### config.mk
export PLATFORM = sky130hd
export DESIGN_NAME = comp_serial_nbit
export DESIGN_NICKNAME = d
export VERILOG_FILES = /design/src/rtl/comp_pkg.sv /design/src/rtl/comp_slice.sv /design/src/rtl/comp_serial_nbit.sv
export SDC_FILE = /design/constraint.sdc
export NUM_CORES = 1
export LEC_CHECK = 0
export BUFFER_PORTS_ARGS = -buffer_cell sky130_fd_sc_hd__buf_2
export CAP_MARGIN = 20
export CORE_MARGIN = 1.5
export CORE_UTILIZATION = 30
export DETAILED_ROUTE_END_ITERATION = 10
export HOLD_SLACK_MARGIN = 0.15
export PLACE_DENSITY = 0.48
export SYNTH_ARGS = -nofsm -noshare
export SYNTH_HDL_FRONTEND = slang
export SYNTH_SLANG_ARGS = --single-unit
### constraint.sdc
create_clock -name clk -period 3.29 [get_ports clk]
set_input_delay 0.329 -clock clk [delete_from_list [all_inputs] [get_ports clk]]
set_output_delay 0.329 -clock clk [all_outputs]
set_load 0.03 [all_outputs]
### src/rtl/comp_pkg.sv
// comp_pkg: shared definitions for the serial N-bit magnitude comparator.
//   state_e        - FSM state encoding (IDLE, COMPARE)
//   slices_width() - width of the "slices" result port for a given slice count
//   cfg_ok()       - legality check of the WIDTH/SLICE pair, evaluated at elaboration
package comp_pkg;

    typedef enum logic [0:0] {
        IDLE    = 1'b0,
        COMPARE = 1'b1
    } state_e;

    // Enough bits to hold the value NSLICE itself (count runs 1..NSLICE).
    function automatic int slices_width(input int nslice);
        return $clog2(nslice) + 1;
    endfunction

    // Operands must split into whole slices and be at least two bits wide.
    function automatic bit cfg_ok(input int width, input int slice);
        return (slice >= 1) && (width >= 2) && ((width % slice) == 0);
    endfunction

endpackage

### src/rtl/comp_slice.sv
// comp_slice: combinational unsigned magnitude comparator for one W-bit slice.
//   a, b - slice operands
//   gt   - a > b, lt - a < b, eq - a == b (exactly one is high)
module comp_slice #(
    parameter int W = 4
) (
    input  logic [W-1:0] a,
    input  logic [W-1:0] b,
    output logic         gt,
    output logic         lt,
    output logic         eq
);

    assign gt = (a > b);
    assign lt = (a < b);
    assign eq = (a == b);

endmodule

### src/rtl/comp_serial_nbit.sv
// comp_serial_nbit: multi-cycle magnitude comparator. Walks the operands one
// SLICE-bit slice per cycle from the MSB end and stops at the first slice that
// differs, so a wide compare never sits on one combinational path.
//   clk, rst          - clock, synchronous active-high reset
//   start             - request, accepted only while idle
//   is_signed         - 1: two's-complement compare, 0: unsigned (latched with start)
//   a, b              - WIDTH-bit operands (latched with start)
//   busy              - compare in progress
//   done              - one-cycle pulse, result valid
//   gt, lt, eq        - registered result, held until the next done
//   slices            - slices examined for the last result (1..NSLICE)
module comp_serial_nbit
    import comp_pkg::*;
#(
    parameter int WIDTH = 16,
    parameter int SLICE = 4
) (
    input  logic                                   clk,
    input  logic                                   rst,
    input  logic                                   start,
    input  logic                                   is_signed,
    input  logic [WIDTH-1:0]                       a,
    input  logic [WIDTH-1:0]                       b,
    output logic                                   busy,
    output logic                                   done,
    output logic                                   gt,
    output logic                                   lt,
    output logic                                   eq,
    output logic [slices_width(WIDTH/SLICE)-1:0]   slices
);

    localparam int NSLICE = WIDTH / SLICE;
    localparam int SW     = slices_width(NSLICE);
    localparam int IW     = (NSLICE > 1) ? $clog2(NSLICE) : 1;

    localparam logic [IW-1:0]    TOP_IDX    = IW'(NSLICE - 1);
    localparam logic [SW-1:0]    NSLICE_CNT = SW'(NSLICE);
    localparam logic [SLICE-1:0] MSB_MASK   = SLICE'(1) << (SLICE - 1);

    generate
        if (!cfg_ok(WIDTH, SLICE)) begin : g_cfg_err
            $fatal(1, "comp_serial_nbit: WIDTH must be >= 2 and a multiple of SLICE >= 1");
        end
    endgenerate

    state_e           state_q, state_d;
    logic [WIDTH-1:0] a_q, a_d;
    logic [WIDTH-1:0] b_q, b_d;
    logic             sgn_q, sgn_d;
    logic [IW-1:0]    idx_q, idx_d;
    logic [SW-1:0]    cnt_q, cnt_d;
    logic             busy_q, busy_d;
    logic             done_q, done_d;
    logic             gt_q, gt_d;
    logic             lt_q, lt_d;
    logic             eq_q, eq_d;
    logic [SW-1:0]    slices_q, slices_d;

    logic             top_flip_s;
    logic [SLICE-1:0] a_sl_s, b_sl_s;
    logic             sl_gt_s, sl_lt_s, sl_eq_s;

    // Select the current slice; in signed mode the top slice gets its MSB
    // inverted, which maps two's-complement order onto unsigned order.
    always_comb begin
        top_flip_s = sgn_q & (idx_q == TOP_IDX);
        a_sl_s     = a_q[int'(idx_q) * SLICE +: SLICE] ^ (top_flip_s ? MSB_MASK : {SLICE{1'b0}});
        b_sl_s     = b_q[int'(idx_q) * SLICE +: SLICE] ^ (top_flip_s ? MSB_MASK : {SLICE{1'b0}});
    end

    comp_slice #(
        .W (SLICE)
    ) u_slice (
        .a  (a_sl_s),
        .b  (b_sl_s),
        .gt (sl_gt_s),
        .lt (sl_lt_s),
        .eq (sl_eq_s)
    );

    // Next-state and output-register logic of the compare FSM.
    always_comb begin
        state_d  = state_q;
        a_d      = a_q;
        b_d      = b_q;
        sgn_d    = sgn_q;
        idx_d    = idx_q;
        cnt_d    = cnt_q;
        busy_d   = busy_q;
        done_d   = 1'b0;
        gt_d     = gt_q;
        lt_d     = lt_q;
        eq_d     = eq_q;
        slices_d = slices_q;

        case (state_q)
            IDLE: begin
                if (start) begin
                    a_d     = a;
                    b_d     = b;
                    sgn_d   = is_signed;
                    idx_d   = TOP_IDX;
                    cnt_d   = SW'(1);
                    busy_d  = 1'b1;
                    state_d = COMPARE;
                end else begin
                    busy_d  = 1'b0;
                    state_d = IDLE;
                end
            end
            COMPARE: begin
                if (!sl_eq_s) begin
                    // First differing slice decides the whole compare.
                    gt_d     = sl_gt_s;
                    lt_d     = sl_lt_s;
                    eq_d     = 1'b0;
                    slices_d = cnt_q;
                    done_d   = 1'b1;
                    busy_d   = 1'b0;
                    state_d  = IDLE;
                end else if (idx_q == {IW{1'b0}}) begin
                    gt_d     = 1'b0;
                    lt_d     = 1'b0;
                    eq_d     = 1'b1;
                    slices_d = NSLICE_CNT;
                    done_d   = 1'b1;
                    busy_d   = 1'b0;
                    state_d  = IDLE;
                end else begin
                    idx_d    = idx_q - IW'(1);
                    cnt_d    = cnt_q + SW'(1);
                    state_d  = COMPARE;
                end
            end
            default: begin
                busy_d  = 1'b0;
                state_d = IDLE;
            end
        endcase
    end

    // State, operand and result registers with synchronous reset.
    always_ff @(posedge clk) begin
        if (rst) begin
            state_q  <= IDLE;
            a_q      <= {WIDTH{1'b0}};
            b_q      <= {WIDTH{1'b0}};
            sgn_q    <= 1'b0;
            idx_q    <= {IW{1'b0}};
            cnt_q    <= {SW{1'b0}};
            busy_q   <= 1'b0;
            done_q   <= 1'b0;
            gt_q     <= 1'b0;
            lt_q     <= 1'b0;
            eq_q     <= 1'b0;
            slices_q <= {SW{1'b0}};
        end else begin
            state_q  <= state_d;
            a_q      <= a_d;
            b_q      <= b_d;
            sgn_q    <= sgn_d;
            idx_q    <= idx_d;
            cnt_q    <= cnt_d;
            busy_q   <= busy_d;
            done_q   <= done_d;
            gt_q     <= gt_d;
            lt_q     <= lt_d;
            eq_q     <= eq_d;
            slices_q <= slices_d;
        end
    end

    assign busy   = busy_q;
    assign done   = done_q;
    assign gt     = gt_q;
    assign lt     = lt_q;
    assign eq     = eq_q;
    assign slices = slices_q;

endmodule

## Yosys cells after proc, flatten, opt, wreduce, memory -nomap -nowiden

Index checks and enable logic that the tools add are counted.

| operators by class | value |
|---|---|
| shift-type cells | 2 |
| $lt $le $gt $ge | 2 |
| equality and inequality tests | 7 |
| multiplexer cells | 24 |
| reduce and logical (&&, ||, !) cells | 5 |
| $add $sub $neg | 2 |
| bitwise gates (word level) | 4 |

Operator list:

| kind | count |
|---|---|
| $shiftx A16 B5 Y4 | 2 |
| $mux W3 | 5 |
| $mux W1 | 11 |
| $xor A4 B4 Y4 | 2 |
| $mux W2 | 3 |
| $pmux W3 S2 | 1 |
| $eq A4 B4 Y1 | 1 |
| $gt A4 B4 Y1 | 1 |
| $lt A4 B4 Y1 | 1 |
| $mux W4 | 1 |
| $ne A2 B1 Y1 const B | 2 |
| $ne A2 B2 Y1 const B | 2 |
| $pmux W1 S2 | 2 |
| $pmux W2 S2 | 1 |
| $reduce_and A2 Y1 | 2 |
| $add A3 B1 Y3 const B | 1 |
| $ne A3 B2 Y1 const B | 1 |
| $reduce_and A3 Y1 | 1 |
| $eq A2 B2 Y1 const B | 1 |
| $logic_not A2 Y1 | 1 |
| $reduce_or A2 Y1 | 1 |
| $sub A2 B1 Y2 const B | 1 |
| $and A1 B1 Y1 | 1 |
| $not A1 Y1 | 1 |

| word-level totals | value |
|---|---|
| bits in registers | 47 |
| word-level logic and storage cells | 58 |

## Logic depth before layout (Yosys ltp)

Gate-level depths: netlist of the first run.

| logic depth | value |
|---|---|
| word-level depth | 7 |
| depth in mapped cells | 8 |
| mapped depth without buffers | 8 |

## Cells and area by module

From an unflattened synthesis of the first run, not the netlist that was laid out.

| unflattened totals | value |
|---|---|
| cells, all modules | 235 |
| area, all modules | 2048.2 sq um |

By module, submodules not included:

| module | area an instance (sq um) | cells an instance | times used | sequential area each (sq um) |
|---|---|---|---|---|
| comp_serial_nbit | 1919.3 | 219 | 1 | 940.9 |
| comp_slice | 128.9 | 16 | 1 | 0.0 |

## Worst setup path after synthesis of the first run

Ideal clock, no wire load.

| timing | value |
|---|---|
| path type | register to register |
| from | reg idx_q[0] |
| to | reg cnt_q[0] |
| buffers on the path | 1 |
| period minus slack after synthesis | 2.297 ns |
| stages on the path, launching flop included | 9 |
| setup time | 0.086 ns |
| data arrival time | 2.211 ns |
| data required time | 3.204 ns |
| setup slack | 0.993 ns |
| cell sequence | dfxtp_1 -> buf_4 -> mux4_2 -> xor2_1 -> ha_1 -> nand4_2 -> nor3b_4 -> nor3_1 -> a211oi_1 |

| between the ends | value |
|---|---|
| longest elaborated chain between the ends | 7 |
| elaborated cells on any way between the ends | 12 |

Ends and longest elaborated chain:

| element | line | RTL |
|---|---|---|
| start: declaration | comp_serial_nbit.sv:50 | `logic [IW-1:0] idx_q, idx_d;` |
| start signal: assignment | comp_serial_nbit.sv:149 | `idx_q <= {IW{1'b0}};` |
| start signal: assignment | comp_serial_nbit.sv:162 | `idx_q <= idx_d;` |
| parallel branches: the longest is 6 deep, another holds $shiftx A16 B5 Y4 | -- |  |
| $reduce_and A3 Y1 (no source line) (*) | -- |  |
| end signal: assignment | comp_serial_nbit.sv:150 | `cnt_q <= {SW{1'b0}};` |
| end signal: assignment | comp_serial_nbit.sv:163 | `cnt_q <= cnt_d;` |
| end: declaration | comp_serial_nbit.sv:51 | `logic [SW-1:0] cnt_q, cnt_d;` |

Every way passes the cells marked *.
A chain may end at the register's enable or synchronous reset.

## Worst setup path after layout of the first run

| timing | value |
|---|---|
| from | reg idx_q[0] |
| to | reg cnt_q[1] |

The elaborated chain is that of the path after synthesis.

==> results of run 1 <==
## cell type report
cell class,instances,area [µm²]
clock buffers,6,72.6
repair buffers,46,238
well taps,77,96.3
multi-input cells,161,975
flip-flops and latches,47,941
fillers,698,4080
inverters,6,22.5
## cells in the final DEF (no fill, tap or decap), types with 3 or more instances in the layout
cell	n
mux4_2	8
nand2_1	73
nor3_1	5
a21oi_1	43
ha_1	7
a211oi_1	3
buf_2	43
nand3_1	3
nor2_1	4
buf_4	3
dfxtp_1	47
inv_1	6
clkbuf_8	5
## synthesized netlist by cell type, types with 2 or more instances
cell type	instances	area (µm²)
dfxtp_1	47	941
xnor2_1	2	17.5
buf_2	8	40.0
mux4_2	8	180
a21oi_1	43	215
nor3_1	5	25.0
ha_1	7	87.6
nand2_1	73	274
inv_1	6	22.5
nor2_1	4	15.0
a211oi_1	3	22.5
clkbuf_1	6	22.5
nand3_1	3	15.0
## layer usage
layer,vias to the layer above,share of wire (%),track usage [%]
li1,850,-,-
met1,735,46,15.1
met2,26,48,22.0
met3,6,3.2,2.65
met4,0,2.0,6.26
met5,-,0,0
## critical path: cells and delay by family, from the launching register on
family,cells,cell delay [ns]
xor gates and xnor gates,1,0.16
adders and majority gates,1,0.33
DFF,1,0.60
and+or+nand+nor,3,0.71
AOI/OAI and AO/OA,1,0.07
muxes,1,0.57
## logic make-up (layout without fill, tap and decap cells)
logic type / count (synthesis) / after routing / share of synthesized area [%]
xor gates and xnor gates: 3 / 3 / 1.31
DFF: 47 / 47 / 46.9
buffers and inverters: 21 / 58 / 4.62
AOI/OAI and AO/OA: 50 / 50 / 13.4
muxes: 8 / 8 / 8.98
adders and majority gates: 7 / 7 / 4.37
and+or+nand+nor: 93 / 93 / 20.4
## stage by stage
| stage | cell area (µm²) | std cells |
|---|---|---|
| 2_1_floorplan | 2010 | 229 |
| 3_3_place_gp | 2270 | 337 |
| 3_5_place_dp | 2270 | 337 |
| 4_1_cts | 2340 | 343 |
| 5_1_grt | 2340 | 343 |
| 6_report | 2340 | 343 |
## worst min path at each step
stage	from	endpoint	slack [ns]
finish	b[2]	b_q[2]	0.27
global route	a[0]	a_q[0]	0.26
CTS	a[2]	a_q[2]	0.25
detailed placement	b_q[10]	b_q[10]	0.45
global placement	b_q[8]	b_q[8]	0.44
floorplan	a_q[10]	a_q[10]	0.43
## power groups by stage
stage / clock [µW] / sequential [µW] / combinational, µW
2_1_floorplan: 0 / 655 / 162
3_3_place_gp: 0 / 654 / 227
3_5_place_dp: 0 / 654 / 230
4_1_cts: 333 / 641 / 230
5_1_grt: 351 / 646 / 253
6_report: 318 / 639 / 225
## registers in the layout (all words and copies together) (netlist names)
signal   flops
lt           1
done         1
cnt_q        3
gt           1
sgn_q        1
a_q         16
slices       3
b_q         16
eq           1
state_q      1
busy         1
idx_q        2
==> results.cfg, run 1 <==
[clock_tree]
numCtsBuffers = 5
clkSinkCount = 47
insertion_delay_ns = 0.29
cts_setup_buffers = 0
ctsResizeCount = 0
cts.path.max_buffers = 2
cts-root-buf = clkbuf_8
cts_htree_levels = 2
clk_pin_slew_ns = 0.08
cts_tree = yes
cts_hold_buf = 0

[floorplanning]
dieArea_um2 = 7190
core_um2 = 6420
rows = 29
die_h_um = 84.8
die_w_um = 84.8
ios = 44
start_util_pct = 31.2

[yosys]
syn_inst = 229
synth_fp_nets = 272
syn_area_um2 = 2010
synth_cell_type_count = 27
ys_dominant_reg_cell = dfxtp_1
synth_edf_count = 0
ys_seq_elements = 47
yosysSeqAreaShare_pct = 46.9
ys_async_sr_fraction_pct = 0
yosysWarnings = 0
synth.avg_cell_area_um2 = 8.76

[worst_setup_path]
critPathMaxFanout = 9
cp-start-kind = flip-flop
path_cells = mux4_2 -> xor2_1 -> ha_1 -> nand4_2 -> nor3b_4 -> nand3b_1 -> a21oi_1
critical-path-max-stage-delay_ns = 0.60
r2r-start = idx_q[0]
worstSetupPathType = flip-flop to flip-flop
crit_required_ns = 3.44
cp.arrival_ns = 2.73
rrSetupSlack_ns = 0.70
critPathCaptureType = flip-flop
crit_path_end = cnt_q[1]
startpoint = idx_q[0]
regToRegEndpoint = cnt_q[1]
r2r_cells = 7
slowest_stage = dfxtp_1

[routing]
post_drt_wl_per_cell_um = 12.2
drtIter0Drc = 57
antenna_left = 0
viasPerCell = 4.71
firstDrtPassIters = 8
drt_drc_violations_left = 1
routed_wl_mm = 4.19
vias = 1617

[layout]
antenna_cells = 0
final_util_pct = 36.5
nets = 310
area_growth_pct = 16.9
drive_above_1_share_pct = 24.4

[power]
power-per-cell-area_nw_per_um2 = 504
p_switching_uw = 333
peakVddDrop_v = 0.000190
p_seq_share_pct = 54.1
internal_power_uw = 849
p_clk_share_pct = 26.9
p_leak_uw = 0.000954
power_frac_comb_pct = 19.0
power_uw = 1180
swShare_pct = 28.2

[global_route]
grt_max_degree = 49
grt_pass1_vias = 1607
gr-total-overflow = 0
grt_pass1_wl_mm = 7.16
antenna_found_initial = 0
track_usage_pct = 12.8

[sta]
setup_viol = 0
fin_tns_setup_ns = 0
setup_slack_ns = 0.702
fmax_ghz = 0.386
finalHoldViolCount = 0
finClkSkew_ns = 0.00726
worst_pin_slew_ns = 0.850
holdWs_ns = 0.267
rsz0062_at_grt = false
post-route-period-util_pct = 78.7
final_max_slew_viol_count = 0
relSlewSlack_pct = 43.3
fin_crit_ns = 2.59

[run_status]
status = finished with violations
violations = DRC

[placement]
io_buffers = 43
place.gp.congestion = 0.708
pre_cts_ws_ns = 0.670
dp.final_hpwl_mm = 3.05

[worst_hold_path]
hold_class = input port to flip-flop
hold_path_depth = 3

[run]
cap_violations = 0
(Power assumes the default switching activity.)
==> inputs of run 2 (changes only) <==
PLACE_DENSITY = 0.5   (was 0.48)
clock period = 2.1 ns   (was 3.29 ns; I/O delays follow)
==> results.cfg, run 2 (same netlist as run 1, synthesis figures left out) <==
[floorplanning]
ios = 44
core_um2 = 6420
die_h_um = 84.8
die_w_um = 84.8
dieArea_um2 = 7190
rows = 29
start_util_pct = 31.2

[worst_hold_path]
hold_class = input port to flip-flop

[layout]
nets = 339
antenna_cells = 0
layout_common_cells = 72 x nand2_1, 46 x dfxtp_1, 43 x buf_2
area_growth_pct = 35.9
final_util_pct = 42.5
largestRegisters = a_q: 16 flops, b_q: 16 flops
stdcell_area_um2 = 2730
final_common_cell = nand2_1
drive_above_1_share_pct = 27.7

[worst_setup_path]
r2r-start = idx_q[0]
critPathCaptureType = flip-flop
r2r_cells = 8
startpoint = idx_q[0]
crit_path_end = idx_q[1]
cp.arrival_ns = 2.38
crit_required_ns = 2.31
rrSetupSlack_ns = -0.06
cp-start-kind = flip-flop
worstSetupPathType = flip-flop to flip-flop
regToRegEndpoint = idx_q[1]
critPathMaxFanout = 8

[run]
cap_violations = 0

[placement]
placement.cell_area_um2 = 2340
io_buffers = 43
pre_cts_ws_ns = -0.151
place.gp.congestion = 0.736
dp.final_hpwl_mm = 3.19

[power]
p_seq_share_pct = 47.3
swShare_pct = 26.9
power-per-cell-area_nw_per_um2 = 773
internal_power_uw = 1540
power_frac_comb_pct = 22.8
p_leak_uw = 0.00111
p_switching_uw = 567
peakVddDrop_v = 0.000278
p_clk_share_pct = 30.0

[routing]
m1WireLength_mm = 2.20
viasPerCell = 4.74
drtIter0Drc = 52
wl_met2_mm = 2.05
top_layer = met4
post_drt_wl_per_cell_um = 12.1
antenna_left = 0
routed_wl_mm = 4.52
drt_drc_violations_left = 2
firstDrtPassIters = 9
vias = 1768
dr_wl_met3_um = 206

[sta]
worst_pin_slew_ns = 0.392
fmax_ghz = 0.462
fin_tns_setup_ns = -0.160
post-route-period-util_pct = 103
finClkSkew_ns = 0.00654
relSlewSlack_pct = 73.8
final_max_slew_viol_count = 0
rsz0062_at_grt = true
finalHoldViolCount = 0
setup_viol = 5
setup_slack_ns = -0.0637
fin_crit_ns = 2.16

[clock_tree]
cts-root-buf = clkbuf_8
clkSinkCount = 47
cts.path.max_buffers = 2
cts_htree_levels = 2
numCtsBuffers = 5
clk_pin_slew_ns = 0.08
insertion_delay_ns = 0.30
cts_tree = yes

[global_route]
grt_pass1_wl_mm = 8.09
grt_max_degree = 39
gr-total-overflow = 0
grt_pass1_vias = 1798
track_usage_pct = 14.1
antenna_found_initial = 0

[run_status]
status = finished with violations
violations = DRC, setup timing
## run 2: changes by cell type in the layout (fill, tap and decap cells not counted), moves of 2 or more
| cell | previous run | this run |
|---|---|---|
| ha_4 | 0 | 2 |
| buf_4 | 3 | 9 |
| ha_1 | 7 | 5 |
| dlygate4sd3_1 | 0 | 21 |
## run 2: routing by layer
layer	track usage, %	vias to the layer above
met3	3.64	8
li1	-	909
met5	0	-
met4	4.47	0
met1	18.2	815
met2	23.1	36
## run 2: layout make-up
cell class / count / area [µm²]
inverters: 6 / 22.5
well taps: 77 / 96.3
multi-input cells: 161 / 1040
fillers: 666 / 3700
repair buffers: 75 / 524
clock buffers: 6 / 72.6
flip-flops and latches: 47 / 945
clock inverters: 1 / 30.0
## run 2: worst min path at each step
| stage | cells after the start | from | slack (ns) | to |
|---|---|---|---|---|
| 6_report | 3 | a[2] | 0.16 | a_q[2] |
| 5_1_grt | 3 | a[0] | 0.15 | a_q[0] |
| 4_1_cts | 3 | a[4] | 0.15 | a_q[4] |
| 3_5_place_dp | 2 | b_q[4] | 0.45 | b_q[4] |
| 3_3_place_gp | 2 | a_q[1] | 0.45 | a_q[1] |
| 2_1_floorplan | 2 | a[0] | 0.35 | a_q[0] |
## run 2: repair_timing
action	in CTS	in global routing
hold buffers	21	0
pin swaps	4	4
setup buffers	0	1
endpoints found under the hold margin	21	0
setup endpoints to repair	11	12
resized for setup	5	7
## run 2: power groups by stage
| stage | Sequential, µW | Clock (µW) | Combinational (µW) |
|---|---|---|---|
| floorplan | 1030 | 0 | 256 |
| global placement | 1020 | 0 | 395 |
| detailed placement | 1020 | 0 | 401 |
| CTS | 995 | 655 | 458 |
| global route | 1000 | 698 | 535 |
| finish | 996 | 632 | 479 |
## run 2: metrics by stage
stage                     hold WS [ns]  total power, µW  std cells
after floorplan                  0.346             1280        229
after detailed placement         0.448             1420        344
after CTS                        0.151             2110        372
after global routing             0.154             2240        373
after global placement           0.446             1410        344
final                            0.156             2110        373
## run 2: worst max-delay path, stage by stage (launching register included)
cell      delay [ns]
dfxtp_4         0.39
mux4_2          0.51
xor2_1          0.16
ha_1            0.33
nand4_4         0.11
nor3b_4         0.21
buf_6           0.15
nor3_1          0.05
a211oi_1        0.18
